[src/rtl/pcw_boot_pkg.sv]
// Shared state encoding and default sizing for the PCW boot-ROM reload sequencer.
package pcw_boot_pkg;

  localparam int DEF_ROM_LEN   = 276;
  localparam int DEF_ADDR_W    = 16;
  localparam int DEF_MAX_RETRY = 3;

  typedef enum logic [3:0] {
    S_IDLE,
    S_WR_LOAD,
    S_WR_HOLD,
    S_RD_REQ,
    S_RD_CHK,
    S_EXEC,
    S_EXEC_HOLD,
    S_DONE,
    S_FAIL
  } boot_state_t;

endpackage

[src/rtl/boot_step_det.sv]
// Step pacing: one-cycle pulse on each rising edge of the SDRAM reference tick,
// suppressed while the SDRAM is not yet initialised.
module boot_step_det (
  input  logic i_clk,
  input  logic i_rst,
  input  logic i_ref_tick,
  input  logic i_ready,
  output logic o_step
);

  logic r_ref_q;

  always_ff @(posedge i_clk or posedge i_rst) begin
    if (i_rst) r_ref_q <= 1'b0;
    else       r_ref_q <= i_ref_tick;
  end

  assign o_step = i_ready & i_ref_tick & ~r_ref_q;

endmodule

[src/rtl/pcw_boot_sequencer.sv]
// Reloads the boot ROM into guest RAM at address 0 after reset, then strobes execute.
// Define PCW_BOOT_VERIFY_EN to add readback verification with bounded retries.
module pcw_boot_sequencer
  import pcw_boot_pkg::*;
#(
  parameter int ROM_LEN   = DEF_ROM_LEN,
  parameter int ADDR_W    = DEF_ADDR_W,
  parameter int MAX_RETRY = DEF_MAX_RETRY
) (
  input  logic              clk_sys,
  input  logic              reset,
  input  logic              start,
  input  logic              ref_tick,
  input  logic              sdram_ready,
  output logic [ADDR_W-1:0] rom_addr,
  input  logic [7:0]        rom_data,
  output logic              dn_go,
  output logic              dn_wr,
  output logic              dn_rd,
  output logic [ADDR_W-1:0] dn_addr,
  output logic [7:0]        dn_data,
  input  logic [7:0]        rd_data,
  output logic              execute_enable,
  output logic [ADDR_W-1:0] execute_addr,
  output logic              busy,
  output logic              done,
  output logic              error
);

  localparam logic [ADDR_W-1:0] LAST = ADDR_W'(ROM_LEN - 1);

  logic w_step;

  boot_step_det u_step (
    .i_clk      (clk_sys),
    .i_rst      (reset),
    .i_ref_tick (ref_tick),
    .i_ready    (sdram_ready),
    .o_step     (w_step)
  );

  boot_state_t       r_state, w_state;
  logic [ADDR_W-1:0] r_cnt, w_cnt;
  logic [7:0]        r_data, w_data;
  logic              r_go, w_go, r_wr, w_wr, r_exec, w_exec;
  logic              r_busy, w_busy, r_done, w_done;

`ifdef PCW_BOOT_VERIFY_EN
  localparam int RTY_W = (MAX_RETRY > 1) ? $clog2(MAX_RETRY) : 1;
  logic [RTY_W-1:0]  r_retry, w_retry;
  logic              r_rd, w_rd, r_err, w_err;
`endif

  always_comb begin
    w_state = r_state;
    w_cnt   = r_cnt;
    w_data  = r_data;
    w_go    = r_go;
    w_wr    = r_wr;
    w_exec  = r_exec;
    w_busy  = r_busy;
    w_done  = r_done;
`ifdef PCW_BOOT_VERIFY_EN
    w_retry = r_retry;
    w_rd    = r_rd;
    w_err   = r_err;
`endif
    // A restart request overrides any step landing on the same edge.
    if (start) begin
      w_state = S_WR_LOAD;
      w_cnt   = '0;
      w_go    = 1'b1;
      w_busy  = 1'b1;
      w_wr    = 1'b0;
      w_exec  = 1'b0;
      w_done  = 1'b0;
`ifdef PCW_BOOT_VERIFY_EN
      w_retry = '0;
      w_rd    = 1'b0;
      w_err   = 1'b0;
`endif
    end else if (w_step) begin
      case (r_state)
        S_WR_LOAD: begin
          w_data  = rom_data;
          w_wr    = 1'b1;
          w_state = S_WR_HOLD;
        end
        S_WR_HOLD: begin
          w_wr = 1'b0;
          if (r_cnt == LAST) begin
            w_cnt = '0;
`ifdef PCW_BOOT_VERIFY_EN
            w_state = S_RD_REQ;
`else
            w_state = S_EXEC;
`endif
          end else begin
            w_cnt   = r_cnt + 1'b1;
            w_state = S_WR_LOAD;
          end
        end
`ifdef PCW_BOOT_VERIFY_EN
        S_RD_REQ: begin
          w_rd    = 1'b1;
          w_state = S_RD_CHK;
        end
        S_RD_CHK: begin
          w_rd = 1'b0;
          if (rd_data == rom_data) begin
            if (r_cnt == LAST) begin
              w_state = S_EXEC;
            end else begin
              w_cnt   = r_cnt + 1'b1;
              w_state = S_RD_REQ;
            end
          end else if ((32'(r_retry) + 32'd1) < 32'(MAX_RETRY)) begin
            w_retry = r_retry + 1'b1;
            w_cnt   = '0;
            w_state = S_WR_LOAD;
          end else begin
            w_go    = 1'b0;
            w_busy  = 1'b0;
            w_err   = 1'b1;
            w_state = S_FAIL;
          end
        end
`endif
        S_EXEC: begin
          w_exec  = 1'b1;
          w_state = S_EXEC_HOLD;
        end
        S_EXEC_HOLD: begin
          w_exec  = 1'b0;
          w_go    = 1'b0;
          w_busy  = 1'b0;
          w_done  = 1'b1;
          w_state = S_DONE;
        end
        default: ;
      endcase
    end
  end

  always_ff @(posedge clk_sys or posedge reset) begin
    if (reset) begin
      r_state <= S_IDLE;
      r_cnt   <= '0;
      r_data  <= '0;
      r_go    <= 1'b0;
      r_wr    <= 1'b0;
      r_exec  <= 1'b0;
      r_busy  <= 1'b0;
      r_done  <= 1'b0;
`ifdef PCW_BOOT_VERIFY_EN
      r_retry <= '0;
      r_rd    <= 1'b0;
      r_err   <= 1'b0;
`endif
    end else begin
      r_state <= w_state;
      r_cnt   <= w_cnt;
      r_data  <= w_data;
      r_go    <= w_go;
      r_wr    <= w_wr;
      r_exec  <= w_exec;
      r_busy  <= w_busy;
      r_done  <= w_done;
`ifdef PCW_BOOT_VERIFY_EN
      r_retry <= w_retry;
      r_rd    <= w_rd;
      r_err   <= w_err;
`endif
    end
  end

`ifdef PCW_BOOT_VERIFY_EN
  assign dn_rd = r_rd;
  assign error = r_err;
`else
  logic w_unused;
  assign w_unused = ^{rd_data, (MAX_RETRY > 0)};
  assign dn_rd    = 1'b0;
  assign error    = 1'b0;
`endif

  assign rom_addr       = r_cnt;
  assign dn_addr        = r_cnt;
  assign dn_data        = r_data;
  assign dn_go          = r_go;
  assign dn_wr          = r_wr;
  assign execute_enable = r_exec;
  assign execute_addr   = '0;
  assign busy           = r_busy;
  assign done           = r_done;

endmodule

[config.mk]
export PLATFORM = sky130hd
export DESIGN_NAME = pcw_boot_sequencer
export DESIGN_NICKNAME = d
export VERILOG_FILES = /design/src/rtl/pcw_boot_pkg.sv /design/src/rtl/boot_step_det.sv /design/src/rtl/pcw_boot_sequencer.sv
export SDC_FILE = /design/constraint.sdc
export NUM_CORES = 1
export LEC_CHECK = 0
export ABC_CLOCK_PERIOD_IN_PS = 3150
export BUFFER_PORTS_ARGS = -buffer_cell sky130_fd_sc_hd__buf_4
export CAP_MARGIN = 20
export CORE_MARGIN = 2
export CORE_UTILIZATION = 51
export DETAILED_ROUTE_END_ITERATION = 10
export PLACE_DENSITY = 0.86
export SLEW_MARGIN = 15
export SYNTH_ARGS = -nofsm -noshare
export SYNTH_HDL_FRONTEND = slang
export SYNTH_HIERARCHICAL = 1
export SYNTH_SLANG_ARGS = --single-unit
[constraint.sdc]
create_clock -name clk_sys -period 3.15 [get_ports clk_sys]
set_input_delay 0.4725 -clock clk_sys [delete_from_list [all_inputs] [get_ports clk_sys]]
set_output_delay 0.4725 -clock clk_sys [all_outputs]
set_load 0.01 [all_outputs]
* After elaboration in Yosys (flattened, before gate mapping)
Index checks and enable logic that the tools add are counted.
Storage, ports and cells: register bits 33, bits of input ports 21, output and inout bits 63, word-level logic and storage cells 50
Cells by class: add/sub/neg operators 1, equal/unequal tests 5, mux-type cells 20, bitwise operators 4, reductions and logical operators 12
Operators with widths (number):
- two-way mux 16 bit | 4
- adder 16 x 1 -> 16 bit, second input constant | 1
- equality test 16 x 9 -> 1 bit, second input constant | 1
- one-hot mux 4 bit (4 select lines) | 1
- two-way mux 1 bit | 10
- AND reduction 2 bit | 5
- equality test 4 x 3 -> 1 bit, second input constant | 2
- two-way mux 4 bit | 2
- nonzero test 2 bit | 3
- nonzero test 3 bit | 2
- nonzero test 5 bit | 1
- equality test 4 x 1 -> 1 bit, second input constant | 1
- equality test 4 x 2 -> 1 bit, second input constant | 1
- one-hot mux 1 bit (2 select lines) | 2
- two-way mux 3 bit | 1
- AND reduction 3 bit | 1
- AND 1 bit | 2
- NOT 1 bit | 2

* Logic depth before layout (Yosys ltp)
depth after elaboration 5, depth in mapped cells 6, gate-level depth less buffers 5

* By module
The synthesis kept the hierarchy.
Modules (own cells, without submodules):
- pcw_boot_sequencer | times used 1, cells an instance 186, area an instance 1830.5 um2, sequential area each 775.7 um2
- boot_step_det | times used 1, cells an instance 3, area an instance 37.5 um2, sequential area each 25.0 um2

* Least setup slack after synthesis
No wires, ideal clock.
kind input to register, start point in ref_tick, end point reg r_cnt[11] (netlist: dn_addr[11]), library setup time 0.082 ns, data arrival time 1.780 ns, required time 3.068 ns, slack 1.288 ns, stages on the path 6, buffers on the path 1, path through and3b_1 -> and4bb_1 -> buf_4 -> inv_2 -> or4b_1 -> a31oi_1
On the way: longest elaborated chain between the ends 4
Ends and longest elaborated chain:
- start, declared | RTL line pcw_boot_sequencer.sv:13 | input logic ref_tick,
- AND 1 bit (2 in series) | RTL line boot_step_det.sv:18 | assign o_step = i_ready & i_ref_tick & ~r_ref_q;
- nonzero test 2 bit (no source line)
- AND reduction 2 bit (no source line)
- end signal, assigned | RTL line pcw_boot_sequencer.sv:162 | r_cnt <= w_cnt;
- end, declared | RTL line pcw_boot_sequencer.sv:43 | logic [ADDR_W-1:0] r_cnt, w_cnt;
No other way between the ends. A chain may end at the register's enable or synchronous reset.

* Final worst setup path
start point reg r_cnt[0] (netlist: dn_addr[0]), end point reg r_cnt[4] (netlist: dn_addr[4])
On the way: longest elaborated chain between the ends 5, elaborated cells between the ends (all ways) 6, those cells by class add/sub: 1; eq/ne: 1; mux: 4
Ends and longest elaborated chain:
- adder 16 x 1 -> 16 bit / equality test 16 x 9 -> 1 bit (equally long branches) | RTL line pcw_boot_sequencer.sv:99, pcw_boot_sequencer.sv:91
- two-way mux 16 bit (*) | RTL line pcw_boot_sequencer.sv:91 | if (r_cnt == LAST) begin
- two-way mux 16 bit (*) | RTL line pcw_boot_sequencer.sv:83 | case (r_state)
- two-way mux 16 bit (*) | RTL line pcw_boot_sequencer.sv:82 | end else if (w_step) begin
- two-way mux 16 bit (*) | RTL line pcw_boot_sequencer.sv:69 | if (start) begin
Every way passes the cells marked *; elsewhere a longest branch is shown, timed or not. The select of a mux whose other input is x is not followed.

==> impl_metrics.yaml <==
critical_path:
  r2r_slack_ps: 860
  crit_family: "simple AND/OR/NAND/NOR gates"
  end_kind: "register"
  arrival_ps: 2490
  crit_buf_inv: 0
  critical_path_class: "reg2reg"
  required_ps: 3350
  cpMaxStageDelayCell: "o21bai_2"
  cp_max_fo: 13
  crit_path_start_kind: "register"
  cp_cell_sequence: "ha_1 > nor4b_1 > nand4_1 > o21bai_2 > nor2_1"
  max_stage_delay_ps: 530
die:
  die_y_um: 64.5
  die_area_um2: 4160
  core_um2: 3420
  placementRows: 21
  die_x_um: 64.5
  initial_core_util: 0.547
  ioPinCount: 84
drt:
  ant_nets: 0
  wirelength_um: 3670
  vias_per_cell: 5.47
  avgRoutedWirePerCell_um: 13.2
  drtIter0Drc: 89
  num_vias: 1516
  drc_errors: 0
  firstDrtPassIters: 4
clocking:
  clk_pin_slew_worst_paths_ps: 100
  clock_latency_ps: 330
  cts_tree: "yes"
  clock_sinks: 32
  cts-buffers-inserted: 5
  cts_root_buf: "clkbuf_4"
  htree_levels: 2
  cts_resized: 0
  ctsLongestPathBuffers: 2
placement:
  hpwl_um: 2630
  port-buffer-count: 57
  dp_slack_ps: 862
  dp.cells: 269
  place_congestion: 0.839
power_and_ir_drop:
  powerDensity_nw_per_um2: 385
  intPower_uw: 638
  p_switching_uw: 214
  switching_share: 0.251
  comb_power_share: 0.157
  peakVddDrop_mv: 0.273
  p_leak_nw: 1.04
  pwr-share-clk: 0.307
  seqPwrFrac: 0.537
timing:
  relSlewSlack: 0.617
  tightestPinTransition_ps: 574
  skew_ps: 9.63
  min_period_ps: 2290
  fmax_mhz: 437
  period_share: 0.727
  setup_slack_ps: 860
  slew_violations: 0
  finalHoldViolations: 0
  hold_ws_ps: 263
  final.setup.tns_ps: 0
  setup_viol: 0
  rsz0062_at_grt: "false"
yosys:
  yosys_register_bits: 32
  synth_edf_count: 0
  netlist_top_cells_area: "dfrtp_1 (43%), buf_4 (14%), mux2_2 (4.8%), xor2_1 (3.3%), nor2_1 (2.4%)"
  synth_cells: 189
  async_flop_share: 1.00
  synth_top_area_share: 0.429
  ys.flop_type: "dfrtp_1"
  synth_area_leader_cell: "dfrtp_1"
  syn_avg_cell_area_um2: 9.88
  syn_area_um2: 1870
  yosysUniqueCellTypes: 43
  yosys_warnings: 6
  ys_seq_area_frac: 0.429
min_path:
  hp-class: "in2reg"
global_route:
  grt-ovfl-total: 0
  grt_antenna_before_repair: 0
  grt_max_degree: 32
  grt_usage: 0.195
  grt_pass1_wl_um: 6350
  grt_pass1_vias: 1390
cells_and_area:
  finalNetCount: 253
  fin_cells: 277
  drive_above_1_share: 0.338
  fillerInstances: 287
  antenna_cells: 0
  synthToLayoutAreaGrowth_pct: 18.3
outcome:
  outcome: "finished clean"
flow_run:
  maxCapViolCount: 0
## layout by cell type (no fill, tap or decap), types with 6 or more instances in the layout
cell type	instances
buf_4	58
conb_1	18
dfrtp_1	32
inv_1	6
mux2_2	8
nand2_1	9
nand4_1	6
nor2_1	12
o21ai_0	8
xor2_1	7
## through the flow
stage	total power [mW]	instance area, µm²	utilization
global route	0.904	2210	0.647
floorplan	0.550	1930	-
CTS	0.864	2210	0.647
detailed placement	0.600	2130	0.625
finish	0.852	2210	0.647
global placement	0.596	2130	0.625
## metal layers
| metal | GRT usage | part of all wire | up-vias |
|---|---|---|---|
| met1 | 0.247 | 0.42 | 720 |
| met5 | 0 | 0 | - |
| met2 | 0.318 | 0.49 | 83 |
| li1 | - | - | 709 |
| met4 | 0.0691 | 0.011 | 0 |
| met3 | 0.0573 | 0.082 | 4 |
## cells in the mapped netlist (2+ instances only)
cell type / n
o21ai_0: 8
or3_1: 2
nor2b_1: 3
xor2_1: 7
nand3_1: 5
a31oi_1: 5
or4b_1: 2
o2111ai_1: 3
dfrtp_1: 32
or4_1: 2
nand2b_1: 2
nand4_1: 6
and3_1: 2
a21oi_1: 5
nor2_1: 12
nor4b_1: 2
nand2_1: 9
o211ai_1: 4
nor4_1: 4
inv_1: 6
buf_4: 36
mux2_2: 8
clkbuf_1: 4
## worst register-to-register path, cell delays in order (launching register included)
cell and delay, ps:
dfrtp_1 480, ha_1 310, nor4b_1 260, nand4_1 480
o21bai_2 540, nor2_1 100
## power groups by stage
stage          clock (mW)  combinational (mW)  sequential [mW]
2_1_floorplan           0              0.0728            0.477
3_3_place_gp            0               0.131            0.464
3_5_place_dp            0               0.135            0.465
4_1_cts             0.270               0.136            0.458
5_1_grt             0.293               0.147            0.463
6_report            0.261               0.133            0.457
## kinds of logic (layout without fill, tap and decap cells)
group / Yosys count / in the layout / synth area share
AO/OA/AOI/OAI: 32 / 32 / 0.115
XOR/XNOR: 7 / 7 / 0.0328
adder cells (fa/ha/maj): 1 / 1 / 0.00670
buffers and inverters: 48 / 73 / 0.169
flip-flops: 32 / 32 / 0.429
multiplexers: 8 / 8 / 0.0482
other: 1 / 18 / 0.00201
AND/OR/NAND/NOR: 60 / 60 / 0.198
## registers in the layout, summed over array words and instances, names as in the netlist
| signal | count |
|---|---|
| dn_addr | 16 |
| dn_data | 8 |
| r_state | 3 |
| busy | 1 |
| dn_wr | 1 |
| done | 1 |
| execute_enable | 1 |
| u_step/r_ref_q | 1 |
## area by class of cell
| type | instances | area, µm² | share of cell area |
|---|---|---|---|
| flip-flops and latches | 32 | 801 | 0.362 |
| repair buffers | 59 | 445 | 0.202 |
| well taps | 46 | 57.6 | 0.0260 |
| multi-input cells | 126 | 815 | 0.369 |
| clock buffers | 7 | 65.1 | 0.0294 |
| inverters | 7 | 26.3 | 0.0119 |
## path summary, 6_finish.rpt
check	startpoint	to	cells past startpoint
max	dn_addr[0]$_DFFE_PP0P_	dn_addr[4]$_DFFE_PP0P_	5
min	ref_tick	u_step/r_ref_q$_DFF_PP0_	1
max reg2reg	dn_addr[0]$_DFFE_PP0P_	dn_addr[4]$_DFFE_PP0P_	5
min reg2reg	dn_data[6]$_DFFE_PP0P_	dn_data[6]$_DFFE_PP0P_	1
max in group asynchronous	reset	execute_enable$_DFFE_PP0P_	4
min in group asynchronous	reset	u_step/r_ref_q$_DFF_PP0_	3
## repair_timing
action / 4_1_cts / 5_1_grt
hold buffers: 1 / 0
setup buffers: 0 / 0
hold endpoints to repair: 1 / 0
Power figures use the tool's default switching activity.
